===== src/rtl/decode_stage.sv =====
// ============================================================================
// Module   : decode_stage
// Purpose  : Consumer end of the fetch_data_t stream. Accepts
//            {instruction, pc} on a valid/ready handshake, decodes the
//            instruction combinationally, and holds the result in a
//            two-entry buffer (main + skid). The main entry drives the
//            registered decode bundle presented to execute. A flush
//            discards every held and incoming instruction.
// Ports    : clk          - single clock, all state on the rising edge
//            reset        - synchronous, active-low (0 = reset)
//            in_valid     - fetch presents a fetch_data_t
//            in_data      - {instruction[63:32], pc[31:0]}
//            in_ready     - decode_stage can take in_data this cycle
//            flush        - discard held and incoming instructions
//            out_valid    - decode bundle valid
//            out_ready    - execute accepts the bundle
//            out_op       - NOP=0 ADD=1 SUB=2 AND=3 OR=4 SLT=5 ADDI=6
//                           LW=7 SW=8 J=9 BEQ=10 ILL=15
//            out_pc       - pc of the decoded instruction
//            out_rs/rt    - instr[25:21] / instr[20:16]
//            out_dst      - destination register (0 when nothing written)
//            out_imm      - sign-extended instr[15:0]
//            out_jtarget  - {pc_plus4[31:28], instr[25:0], 2'b00}
//            out_regwr/out_memrd/out_memwr - control bits
//            out_illegal  - illegal-instruction trap flag
// Config   : DECODE_ILLEGAL_TRAP_EN - when defined, illegal encodings are
//            decoded as ILL with out_illegal=1 and the input is stalled
//            while an ILL bundle sits in the main entry. When undefined,
//            illegal encodings decode as NOP and out_illegal is always 0.
// Revision : 1.0 - initial release
// ============================================================================
`default_nettype none

module decode_stage #(
    parameter logic [31:0] RESET_PC = 32'h0000_0000
) (
    input  logic        clk,
    input  logic        reset,
    input  logic        in_valid,
    input  logic [63:0] in_data,
    output logic        in_ready,
    input  logic        flush,
    output logic        out_valid,
    input  logic        out_ready,
    output logic [3:0]  out_op,
    output logic [31:0] out_pc,
    output logic [4:0]  out_rs,
    output logic [4:0]  out_rt,
    output logic [4:0]  out_dst,
    output logic [31:0] out_imm,
    output logic [31:0] out_jtarget,
    output logic        out_regwr,
    output logic        out_memrd,
    output logic        out_memwr,
    output logic        out_illegal
);

    // ------------------------------------------------------------------
    // Operation codes presented on out_op
    // ------------------------------------------------------------------
    localparam logic [3:0] OP_NOP  = 4'd0;
    localparam logic [3:0] OP_ADD  = 4'd1;
    localparam logic [3:0] OP_SUB  = 4'd2;
    localparam logic [3:0] OP_AND  = 4'd3;
    localparam logic [3:0] OP_OR   = 4'd4;
    localparam logic [3:0] OP_SLT  = 4'd5;
    localparam logic [3:0] OP_ADDI = 4'd6;
    localparam logic [3:0] OP_LW   = 4'd7;
    localparam logic [3:0] OP_SW   = 4'd8;
    localparam logic [3:0] OP_J    = 4'd9;
    localparam logic [3:0] OP_BEQ  = 4'd10;
`ifdef DECODE_ILLEGAL_TRAP_EN
    localparam logic [3:0] OP_ILL  = 4'd15;
`endif

    // Instruction opcode field values
    localparam logic [5:0] OPC_RTYPE = 6'b000000;
    localparam logic [5:0] OPC_ADDI  = 6'b001000;
    localparam logic [5:0] OPC_LW    = 6'b100011;
    localparam logic [5:0] OPC_SW    = 6'b101011;
    localparam logic [5:0] OPC_J     = 6'b000010;
    localparam logic [5:0] OPC_BEQ   = 6'b000100;

    // R-type funct field values
    localparam logic [5:0] FN_ADD = 6'b100000;
    localparam logic [5:0] FN_SUB = 6'b100010;
    localparam logic [5:0] FN_AND = 6'b100100;
    localparam logic [5:0] FN_OR  = 6'b100101;
    localparam logic [5:0] FN_SLT = 6'b101010;

    typedef struct packed {
        logic [3:0]  op;
        logic [31:0] pc;
        logic [4:0]  rs;
        logic [4:0]  rt;
        logic [4:0]  dst;
        logic [31:0] imm;
        logic [31:0] jtarget;
        logic        regwr;
        logic        memrd;
        logic        memwr;
        logic        illegal;
    } bundle_t;

    // ------------------------------------------------------------------
    // Combinational decode of the incoming fetch data
    // ------------------------------------------------------------------
    logic [31:0] dec_instr;
    logic [31:0] dec_pc;
    logic [5:0]  dec_opcode;
    logic [5:0]  dec_funct;
    logic [3:0]  dec_pc_plus4_hi;
    logic        dec_is_ill;
    bundle_t     dec;

    assign dec_instr  = in_data[63:32];
    assign dec_pc     = in_data[31:0];
    assign dec_opcode = dec_instr[31:26];
    assign dec_funct  = dec_instr[5:0];

    // Only the top nibble of pc+4 is needed: it carries out of bit 27
    // exactly when pc[27:2] is all ones. Wraps naturally modulo 2^32.
    assign dec_pc_plus4_hi = dec_pc[31:28] + {3'b000, &dec_pc[27:2]};

    always_comb begin
        dec            = '0;
        dec_is_ill     = 1'b0;
        dec.pc         = dec_pc;
        dec.rs         = dec_instr[25:21];
        dec.rt         = dec_instr[20:16];
        dec.imm        = {{16{dec_instr[15]}}, dec_instr[15:0]};
        dec.jtarget    = {dec_pc_plus4_hi, dec_instr[25:0], 2'b00};

        // Operation selection
        if (dec_instr == 32'h0000_0000) begin
            dec.op = OP_NOP;
        end else begin
            case (dec_opcode)
                OPC_RTYPE: begin
                    case (dec_funct)
                        FN_ADD:  dec.op = OP_ADD;
                        FN_SUB:  dec.op = OP_SUB;
                        FN_AND:  dec.op = OP_AND;
                        FN_OR:   dec.op = OP_OR;
                        FN_SLT:  dec.op = OP_SLT;
                        default: dec_is_ill = 1'b1;
                    endcase
                end
                OPC_ADDI: dec.op = OP_ADDI;
                OPC_LW:   dec.op = OP_LW;
                OPC_SW:   dec.op = OP_SW;
                OPC_J:    dec.op = OP_J;
                OPC_BEQ:  dec.op = OP_BEQ;
                default:  dec_is_ill = 1'b1;
            endcase
        end

        // Control bits and destination follow from the selected operation.
        // A destination of r0 still asserts regwr; the register file drops it.
        case (dec.op)
            OP_ADD, OP_SUB, OP_AND, OP_OR, OP_SLT: begin
                dec.regwr = 1'b1;
                dec.dst   = dec_instr[15:11];
            end
            OP_ADDI: begin
                dec.regwr = 1'b1;
                dec.dst   = dec_instr[20:16];
            end
            OP_LW: begin
                dec.regwr = 1'b1;
                dec.memrd = 1'b1;
                dec.dst   = dec_instr[20:16];
            end
            OP_SW: begin
                dec.memwr = 1'b1;
            end
            default: begin
                dec.regwr = 1'b0;
            end
        endcase

        // Illegal encodings: op stays NOP with all control bits clear unless
        // the trap is built in, in which case the bundle is tagged ILL.
        if (dec_is_ill) begin
            dec.op    = OP_NOP;
            dec.regwr = 1'b0;
            dec.memrd = 1'b0;
            dec.memwr = 1'b0;
            dec.dst   = 5'd0;
`ifdef DECODE_ILLEGAL_TRAP_EN
            dec.op      = OP_ILL;
            dec.illegal = 1'b1;
`endif
        end
    end

    // ------------------------------------------------------------------
    // Two-entry buffer: main drives the outputs, skid catches the one
    // transfer that can land while main is stalled.
    // ------------------------------------------------------------------
    logic    main_valid_q, main_valid_d;
    logic    skid_valid_q, skid_valid_d;
    bundle_t main_q, main_d;
    bundle_t skid_q, skid_d;

    logic    trap_stall;
    logic    accept;
    logic    consume;

`ifdef DECODE_ILLEGAL_TRAP_EN
    // Serialise the stream behind an ILL bundle until execute takes it.
    assign trap_stall = main_valid_q && main_q.illegal;
`else
    assign trap_stall = 1'b0;
`endif

    // in_ready depends only on registered state plus the flush override.
    assign in_ready = !skid_valid_q && !flush && !trap_stall;
    assign accept   = in_valid && in_ready;
    assign consume  = main_valid_q && out_ready;

    always_comb begin
        main_valid_d = main_valid_q;
        main_d       = main_q;
        skid_valid_d = skid_valid_q;
        skid_d       = skid_q;

        if (flush) begin
            // Payload is left untouched so outputs hold their last value.
            main_valid_d = 1'b0;
            skid_valid_d = 1'b0;
        end else if (!main_valid_q || consume) begin
            if (skid_valid_q) begin
                // in_ready was low, so no input can arrive this cycle.
                main_valid_d = 1'b1;
                main_d       = skid_q;
                skid_valid_d = 1'b0;
            end else if (accept) begin
                main_valid_d = 1'b1;
                main_d       = dec;
            end else begin
                main_valid_d = 1'b0;
            end
        end else if (accept) begin
            skid_valid_d = 1'b1;
            skid_d       = dec;
        end
    end

    always_ff @(posedge clk) begin
        if (!reset) begin
            main_valid_q <= 1'b0;
            skid_valid_q <= 1'b0;
            main_q       <= '0;
            main_q.pc    <= RESET_PC;
            skid_q       <= '0;
        end else begin
            main_valid_q <= main_valid_d;
            skid_valid_q <= skid_valid_d;
            main_q       <= main_d;
            skid_q       <= skid_d;
        end
    end

    // ------------------------------------------------------------------
    // Output bundle
    // ------------------------------------------------------------------
    assign out_valid   = main_valid_q;
    assign out_op      = main_q.op;
    assign out_pc      = main_q.pc;
    assign out_rs      = main_q.rs;
    assign out_rt      = main_q.rt;
    assign out_dst     = main_q.dst;
    assign out_imm     = main_q.imm;
    assign out_jtarget = main_q.jtarget;
    assign out_regwr   = main_q.regwr;
    assign out_memrd   = main_q.memrd;
    assign out_memwr   = main_q.memwr;
    // Without the trap the illegal field is never set, so this stays 0.
    assign out_illegal = main_q.illegal;

endmodule

`default_nettype wire


===== config.mk =====
export PLATFORM = sky130hd
export DESIGN_NAME = decode_stage
export DESIGN_NICKNAME = d
export VERILOG_FILES = /design/src/rtl/decode_stage.sv
export SDC_FILE = /design/constraint.sdc
export NUM_CORES = 1
export LEC_CHECK = 0
export CAP_MARGIN = 20
export CORE_UTILIZATION = 35
export CTS_CLUSTER_SIZE = 30
export DETAILED_ROUTE_END_ITERATION = 10
export GPL_TIMING_DRIVEN = 0
export PLACE_DENSITY_LB_ADDON = 0.3
export SLEW_MARGIN = 10
export SYNTH_ARGS = -nofsm -noshare
export SYNTH_HDL_FRONTEND = slang
export SYNTH_SLANG_ARGS = --single-unit
export TNS_END_PERCENT = 100

===== constraint.sdc =====
create_clock -name clk -period 2.3 [get_ports clk]
set_clock_uncertainty 0.15 [all_clocks]
set_input_delay 0.46 -clock clk [delete_from_list [all_inputs] [get_ports clk]]
set_output_delay 0.46 -clock clk [all_outputs]
set_load 0.02 [all_outputs]

# After elaboration in Yosys (flattened, before gate mapping)
# Index checks and enable logic that the tools add are counted.
# Widths: inputs -> output; s select.
# totals
regBits	221
output_inout_bits	121
# classes
add_sub_neg	1
n_eq_ne	18
n_mux	17
bitwise_logic	3
n_reduce_logical	20
# op_table
operator	count
$mux 119	2
$eq 6x6->1 const B	7
$logic_not 32->1	1
$reduce_and 26->1	1
$pmux 4 s6	1
$eq 4x3->1 const B	4
$pmux 3 s5	1
$reduce_or 5->1	3
$pmux 5 s2	1
$eq 4x2->1 const B	2
$mux 4	2
$mux 1	7
$reduce_or 7->1	1
$eq 6x2->1 const B	1
$eq 6x3->1 const B	1
$eq 6x4->1 const B	1
$logic_not 6->1	1
$reduce_and 3->1	2
$mux 5	1
$add 4x1->4	1
$eq 4x1->1 const B	1
$eq 4x4->1 const B	1
$reduce_or 2->1	2
$logic_and 1x1->1	3
other kinds (7)	11

# Depth between registers and ports, before layout
# Gate-level depths: netlist of run 1.
# depth
word_depth	10
depth_mapped	9
ltp_nobuf	9

# Worst setup path after synthesis of run 1
# OpenSTA, ideal clock, no wires.
# synth_path
path_kind	input port to flip-flop
startpoint	input in_data[11]
endpoint	register main_q, in the netlist out_jtarget[29]
t_arrival_ns	2.013
setup_slack_ns	0.021
stages	8
path_buffers	0
cell_sequence	nand4_1 -> or4_1 -> nor4_1 -> ha_1 -> ha_1 -> mux2i_1 -> nand2_1 -> o211a_1
# synth_lines
element	line_no	text
from (decl)	40	input logic [63:0] in_data,
to (signal assigned)	260	main_q <= main_d;
to (decl)	203	bundle_t main_q, main_d;

# Final worst setup path of run 1
# layout_path
startpoint	input in_data[4]
endpoint	register main_q, in the netlist out_jtarget[31]
# layout_via
elab_chain_cells	4
# layout_lines
element	line_no	text
$reduce_and 26->1	123	assign dec_pc_plus4_hi = dec_pc[31:28] + {3'b000, &dec_pc[27:2]};
$add 4x1->4	123	
$mux 119	238	end else if (accept) begin
$mux 119	233	if (skid_valid_q) begin
# No other way between the ends. The select of a mux whose other input is x is not followed.
# A chain may end at the register's enable or synchronous reset.

==> metrics.md, run 1 <==
| Metric | Value |
|---|---|
| Fmax | `0.4452 GHz` |
| Sequential area share after synthesis | `0.4295` |
| VDD IR-drop max | `0.5573 mV` |
| Cell Area, Placed | `9173 um2` |
| DIE AREA | `20540 um2` |
| GR Overflow Total | `0` |
| EDFF count, synth | `0` |
| Number of synthesis warnings | `0` |
| Setup repair after global routing missed its margin | `true` |
| Mapped Cells | `781` |
| Final setup vio count | `0` |
| Hold Path Class | `in2reg` |
| Max_slew headroom | `0.4324` |
| CTS Buf Count | `17` |
| TritonCTS clock tree | `built` |
| Yosys cell types | `53` |
| DR iter-0 viols | `about 450` |
| Status | `finished clean` |
| Vias in the first global route | `5725` |
| Worst r2r dst | `out_pc[7]` |
| Antenna violations before repair | `1` |
| Worst reg-to-reg setup slack | `0.20 ns` |
| Chip width | `143.3 um` |
| H-Tree Depth | `4` |
| Final hold vios | `0` |
| Main synth FF type | `dfxtp_1` |
| First-pass GRT wire length | `30.77 mm` |
| Core ar. | `between 15000 and 20000 um2` |
| Share of cells above drive strength 1 | `0.1261` |
| Worst-Margin Slew | `0.8514 ns` |
| Buffers added on ports | `184` |
| Hold Buf Count CTS | `0` |
| Area of the multi-input gates | `about 3500 um2` |
| Gpl congestion | `0.8699` |
| Pwr dens | `677.7 nW/um2` |
| DR vias | `6199` |
| Crit path to | `out_jtarget[31]` |
| Clock Sinks | `150` |
| CTS Buffer Depth | `2` |
| Routed Antenna Nets | `0` |
| Worst EP required | `2.50 ns` |
| Area Overhead vs Synth | `39.89%` |
| I/O pin cnt | `190` |
| CP endpoint kind | `register` |
| Setup tns final | `0 ns` |
| Critical Path Source | `in_data[4]` |
| P_leak | `4.103 nW` |
| DR WL/cell | `about 16 um` |
| Nets | `1057` |
| Max-cap viol count | `0` |
| DP HPWL | `between 10 and 15 mm` |
| Post-synthesis async set-or-reset flop share | `0` |
| Row cnt | `51` |
| Tot Pwr | `6.628 mW` |
| Initial Util | `0.3581` |
| Period Utilization, post-route | `0.9766` |
| Worst R2R Path Depth | `6` |
| Post-Syn Area | `6992 um2` |
| Final instance area | `9781 um2` |
| CP max FO | `3` |
| Crit path time final | `2.246 ns` |
| Synth Register Bits | `150` |
| CP Class | `in2reg` |
| Fillers | `1906` |
| Reg2reg start | `skid_valid_q` |
| Reg area | `3007 um2` |
| Skew-Pair Late Insertion Delay | `0.42 ns` |
| First-pass detailed-route iteration total | `5` |
| Largest net degree at the start of global routing | `20` |
| Worst Setup Start Kind | `primary input` |
| Setup bufs post-CTS | `0` |
| Vias per cell | `4.897` |
| Clk root buf | `clkbuf_16` |
| Pins Over Slew Limit | `0` |
| DRT Wirelength | `20.24 mm` |
| Die Ht | `143.3 um` |
| Syn avg cell area | `8.952 um2` |
| Detailed-route DRC error count | `0` |
| Clock slew at reported path FFs | `0.06 ns` |
| Crit path DAT | `between 2 and 2.5 ns` |
| Total GRT Usage | `0.1986` |
==> per-layer routing <==
metal	vias to the layer above	wire length [um]	global-route usage
met2	224	9138	0.3160
met3	17	1681	0.06365
li1	3095	-	-
met5	-	0	0
met4	0	218	0.06271
met1	2863	9206	0.2544
==> synthesized netlist by cell type, types with 3 or more instances <==
master,instances,area [um2]
o21ai_0,10,50.05
dfxtp_1,150,3003
mux2i_1,60,600.6
nand2_1,208,780.8
a21oi_1,11,55.05
a221o_1,5,50.05
nor2b_1,3,18.77
o211ai_1,6,45.04
a21boi_0,69,518.0
and2_1,3,18.77
nor2_1,7,26.28
nand3_1,11,55.05
nor3_1,3,15.01
clkbuf_1,35,131.4
nor4_1,7,43.79
nand2b_1,4,25.02
nand4_1,7,43.79
a21boi_1,4,30.03
a32oi_1,4,35.03
xor2_1,3,26.28
buf_4,45,337.8
buf_2,22,110.1
o211a_1,65,650.6
==> worst max-delay path: stages <==
cell and delay (ns):
clkdlybuf4s15_1 0.20, nand4_1 0.11, or4_4 0.45, nor4_4 0.34, ha_2 0.27, nand3_1 0.13, xor2_1 0.18, nand2_1 0.07
o211ai_1 0.09, a21boi_1 0.16
==> registers in the layout, indices dropped and copies added (netlist names) <==
name and flops:
out_imm 16, out_rt 4, out_memwr 1, out_dst 5
out_jtarget 6, out_pc 32, out_rs 4, out_regwr 1
skid_q 74, out_memrd 1, out_valid 1, skid_valid_q 1
out_op 4
==> area by class of cell <==
cell class,instances,area share
clock buffers,24,0.04925
plain buffers,104,0.06025
inverters,2,0.0007676
clock inverters,8,0.01241
flip-flops and latches,150,0.3074
repair buffers,184,0.1815
multi-input cells,527,0.3540
diodes,2,0.0005117
well taps,265,0.03390
==> placed cells by master (no fill, tap or decap), drive strengths merged, types with 5 or more instances in the layout <==
cell type,instances
nand3,11
clkdlybuf4s50,169
clkbuf,72
nand4,7
dfxtp,150
nor4,7
nand2,208
buf,69
a21oi,11
mux2i,60
nor2,9
a221o,5
o21ai,11
a21boi,73
o211ai,6
o211a,65
clkinv,5
==> cell families after synthesis <==
logic type,share of synthesized area
and+or+nand+nor,0.1657
AOI/OAI and AO/OA,0.2248
DFF,0.4295
buffers and inverters,0.08500
muxes,0.08590
xor gates and xnor gates,0.005012
adders and majority gates,0.003579
other,0.0005363
==> metrics by stage <==
step,std cells,utilization,hold WS (ns),setup WS (ns)
finish,1266,0.5009,0.1474,0.05377
global route,1264,0.5006,0.1581,-0.03277
CTS,1264,0.5015,0.1822,0.02121
detailed placement,1232,0.4698,0.2980,-1.018
global placement,1232,0.4698,0.2888,-0.9770
floorplan,783,-,0.2812,0.02069
==> worst min-delay path by stage <==
stage | startpoint | to | slack, ns | cells after the start
2_1_floorplan | skid_q[3] | skid_q[3] | 0.28 | 2
3_3_place_gp | skid_q[116] | skid_q[116] | 0.29 | 2
5_1_grt | in_data[12] | skid_q[95] | 0.16 | 3
4_1_cts | in_data[33] | skid_q[37] | 0.18 | 3
3_5_place_dp | skid_q[116] | skid_q[116] | 0.30 | 2
6_report | in_data[10] | skid_q[93] | 0.15 | 3
==> power by group <==
group          internal (mW)  total (mW)  switching [mW]
logic                  0.505        1.01           0.506
clock network           1.79        2.87            1.08
registers               2.69        2.75          0.0601
total                   4.99        6.63            1.64
==> what timing repair did <==
action / CTS / global route
endpoints found under the setup margin: 36 / 21
resized for setup: 23 / 37
hold endpoints to repair: 0 / 0
gates cloned: 0 / 0
pin swaps: 3 / 2
(Power assumes the default switching activity.)
==> inputs of run 2 (changes only) <==
==> constraint.sdc (replaced) <==
create_clock -name clk -period 2.73 [get_ports clk]
set_clock_uncertainty 0.15 [all_clocks]
set_input_delay 0.546 -clock clk [delete_from_list [all_inputs] [get_ports clk]]
set_output_delay 0.546 -clock clk [all_outputs]
set_load 0.02 [all_outputs]
==> run 2 against run 1 <==
Compared with the run above:
- combinational power is 15% lower
- register-to-register slack better by 0.38 ns
- cell count stayed put
==> metrics.md, run 2 (synthesis gave the netlist of run 1 again) <==
| Metric | Value |
|---|---|
| DP Worst Slack | `-0.6744 ns` |
| CTS Buffer Depth | `2` |
| TritonCTS clock tree | `built` |
| Switch share | `0.2471` |
| DIE AREA | `between 20000 and 25000 um2` |
| Worst reg-to-reg setup slack | `between 0.5 and 0.6 ns` |
| Row cnt | `51` |
| Gate power share | `0.153` |
| Pint | `4.209 mW` |
| Worst Setup Start Kind | `primary input` |
| Buffers & Inverters on Critical Path | `1` |
| Fmax | `0.3708 GHz` |
| DR iter-0 viols | `477` |
| NetSw | `1.381 mW` |
| Clock Sinks | `150` |
| Commonest non-fill, non-tap cells in the layout | `208 x nand2_1, 184 x clkdlybuf4s50_1, 149 x dfxtp_1` |
| CP delay by family, top | `simple AND/OR/NAND/NOR gates` |
| Skew-Pair Late Insertion Delay | `0.43 ns` |
| Initial Util | `0.3581` |
| I/O pin cnt | `190` |
| Pins Over Slew Limit | `0` |
| Chip width | `143.3 um` |
| H-Tree Depth | `4` |
| DR WL/cell | `15.94 um` |
| Pwr dens | `~570 nW/um2` |
| Status | `finished clean` |
| Hold Path Class | `in2reg` |
| Final instance area | `9797 um2` |
| Max-cap viol count | `0` |
| Clock slew at reported path FFs | `0.06 ns` |
| Worst-Margin Slew | `about 0.86 ns` |
| Final hold vios | `0` |
| CTS Buf Count | `17` |
| Largest net degree at the start of global routing | `20` |
| Clk root buf | `clkbuf_16` |
| Hold Buf Count CTS | `0` |
| CP max FO | `6` |
| Post-placement cell count | `1232` |
| Area Overhead vs Synth | `40.12%` |
| Most flop-heavy register | `skid_q` |
| Fin worst setup slack | `~0.033 ns` |
| Cell Area, Placed | `9173 um2` |
| First-pass detailed-route iteration total | `5` |
| Clock network power share | `0.432` |
| Worst EP required | `2.95 ns` |
| Detailed-route DRC error count | `0` |
| Post-route non-filler standard cell count | `1266` |
| Worst path max stage delay | `a little under 0.7 ns` |
| Setup repair after global routing missed its margin | `false` |
| Antenna violations before repair | `1` |
| Final setup vio count | `0` |
| DP HPWL | `14.83 mm` |
| Die Ht | `roughly 140 um` |
| Crit path cell chain | `clkdlybuf4s50_1 > nor4_1 > nand4_1 > o21ai_1 > and3b_1 > a221o_1` |
| VDD IR-drop max | `0.4713 mV` |
| GR Overflow Total | `0` |
| Commonest non-fill, non-tap cell in the layout | `nand2_1` |
| Core ar. | `19530 um2` |
| Max FFs per register | `74` |
| Crit path time final | `2.697 ns` |
| Routed Antenna Nets | `0` |
| Vias in the first global route | `5719` |
| Setup bufs post-CTS | `0` |
| Total GRT Usage | `0.1986` |
| CP Class | `in2reg` |
| Nets | `1057` |
| Gpl congestion | `~0.87` |
| Vias per cell | `about 4.9` |
| Max_slew headroom | `0.4297` |
| First-pass GRT wire length | `slightly above 30 mm` |
| Period Utilization, post-route | `0.9879` |
| Final hold slack | `0.2895 ns` |
| Buffers added on ports | `184` |
| Share of cells above drive strength 1 | `0.1051` |
| Sequential Power Share | `0.415` |
| DRT Wirelength | `20.18 mm` |
| CP endpoint kind | `register` |
| CP max stage cell | `nor4_1` |
| DR vias | `a little over 6000` |
| Crit path DAT | `between 2 and 3 ns` |
| P_leak | `4.083 nW` |
[run 2: final timing paths]
path | from | end | depth (start not counted)
worst max-delay path | in_data[51] | out_dst[4] | 6
worst min-delay path | in_data[33] | skid_q[37] | 3
worst max register to register | skid_valid_q | out_pc[19] | 6
worst min register to register | skid_q[3] | skid_q[3] | 2
[run 2: cell type report]
class	count	area [um2]
fill	1900	9729
multi-input combinational	527	3417
sequential	150	3004
timing repair buffer	184	1842
buffer	104	586.8
clock buffer	24	481.7
tap	265	331.6
clock inverter	8	121.4
inverter	2	7.507
antenna	2	5.005
[run 2: stage by stage]
stage | total power, mW | TNS, ns | utilization
floorplan | 2.786 | 0 | -
global route | 5.793 | 0 | 0.5015
finish | 5.590 | 0 | 0.5017
detailed placement | 3.226 | -6.037 | 0.4698
global placement | 3.221 | -5.834 | 0.4698
CTS | 5.643 | 0 | 0.5014
[run 2: repair_timing]
action                                  4_1_cts  5_1_grt
resized for setup                             2        1
endpoints found under the setup margin        6        2
pin swaps                                     1        0
[run 2: layer usage]
layer,wire length [um],part of all wire,global-route usage,up-vias
li1,-,-,-,3098
met1,9157,0.45,0.2542,2895
met2,9170,0.45,0.3178,219
met3,1649,0.082,0.06398,19
met4,206,0.010,0.05879,0
met5,0,0,0,-
[run 2: power by group through the flow]
| stage | logic [mW] | registers [mW] | clock network, mW |
|---|---|---|---|
| floorplan | 0.342 | 2.44 | 0 |
| global placement | 0.856 | 2.36 | 0 |
| detailed placement | 0.859 | 2.37 | 0 |
| CTS | 0.864 | 2.32 | 2.46 |
| global route | 0.918 | 2.33 | 2.55 |
| finish | 0.857 | 2.32 | 2.41 |
[run 2: tightest hold or removal path, stage by stage]
cell and delay, ns:
buf_2 0.14, nand2_1 0.06, a21boi_0 0.06
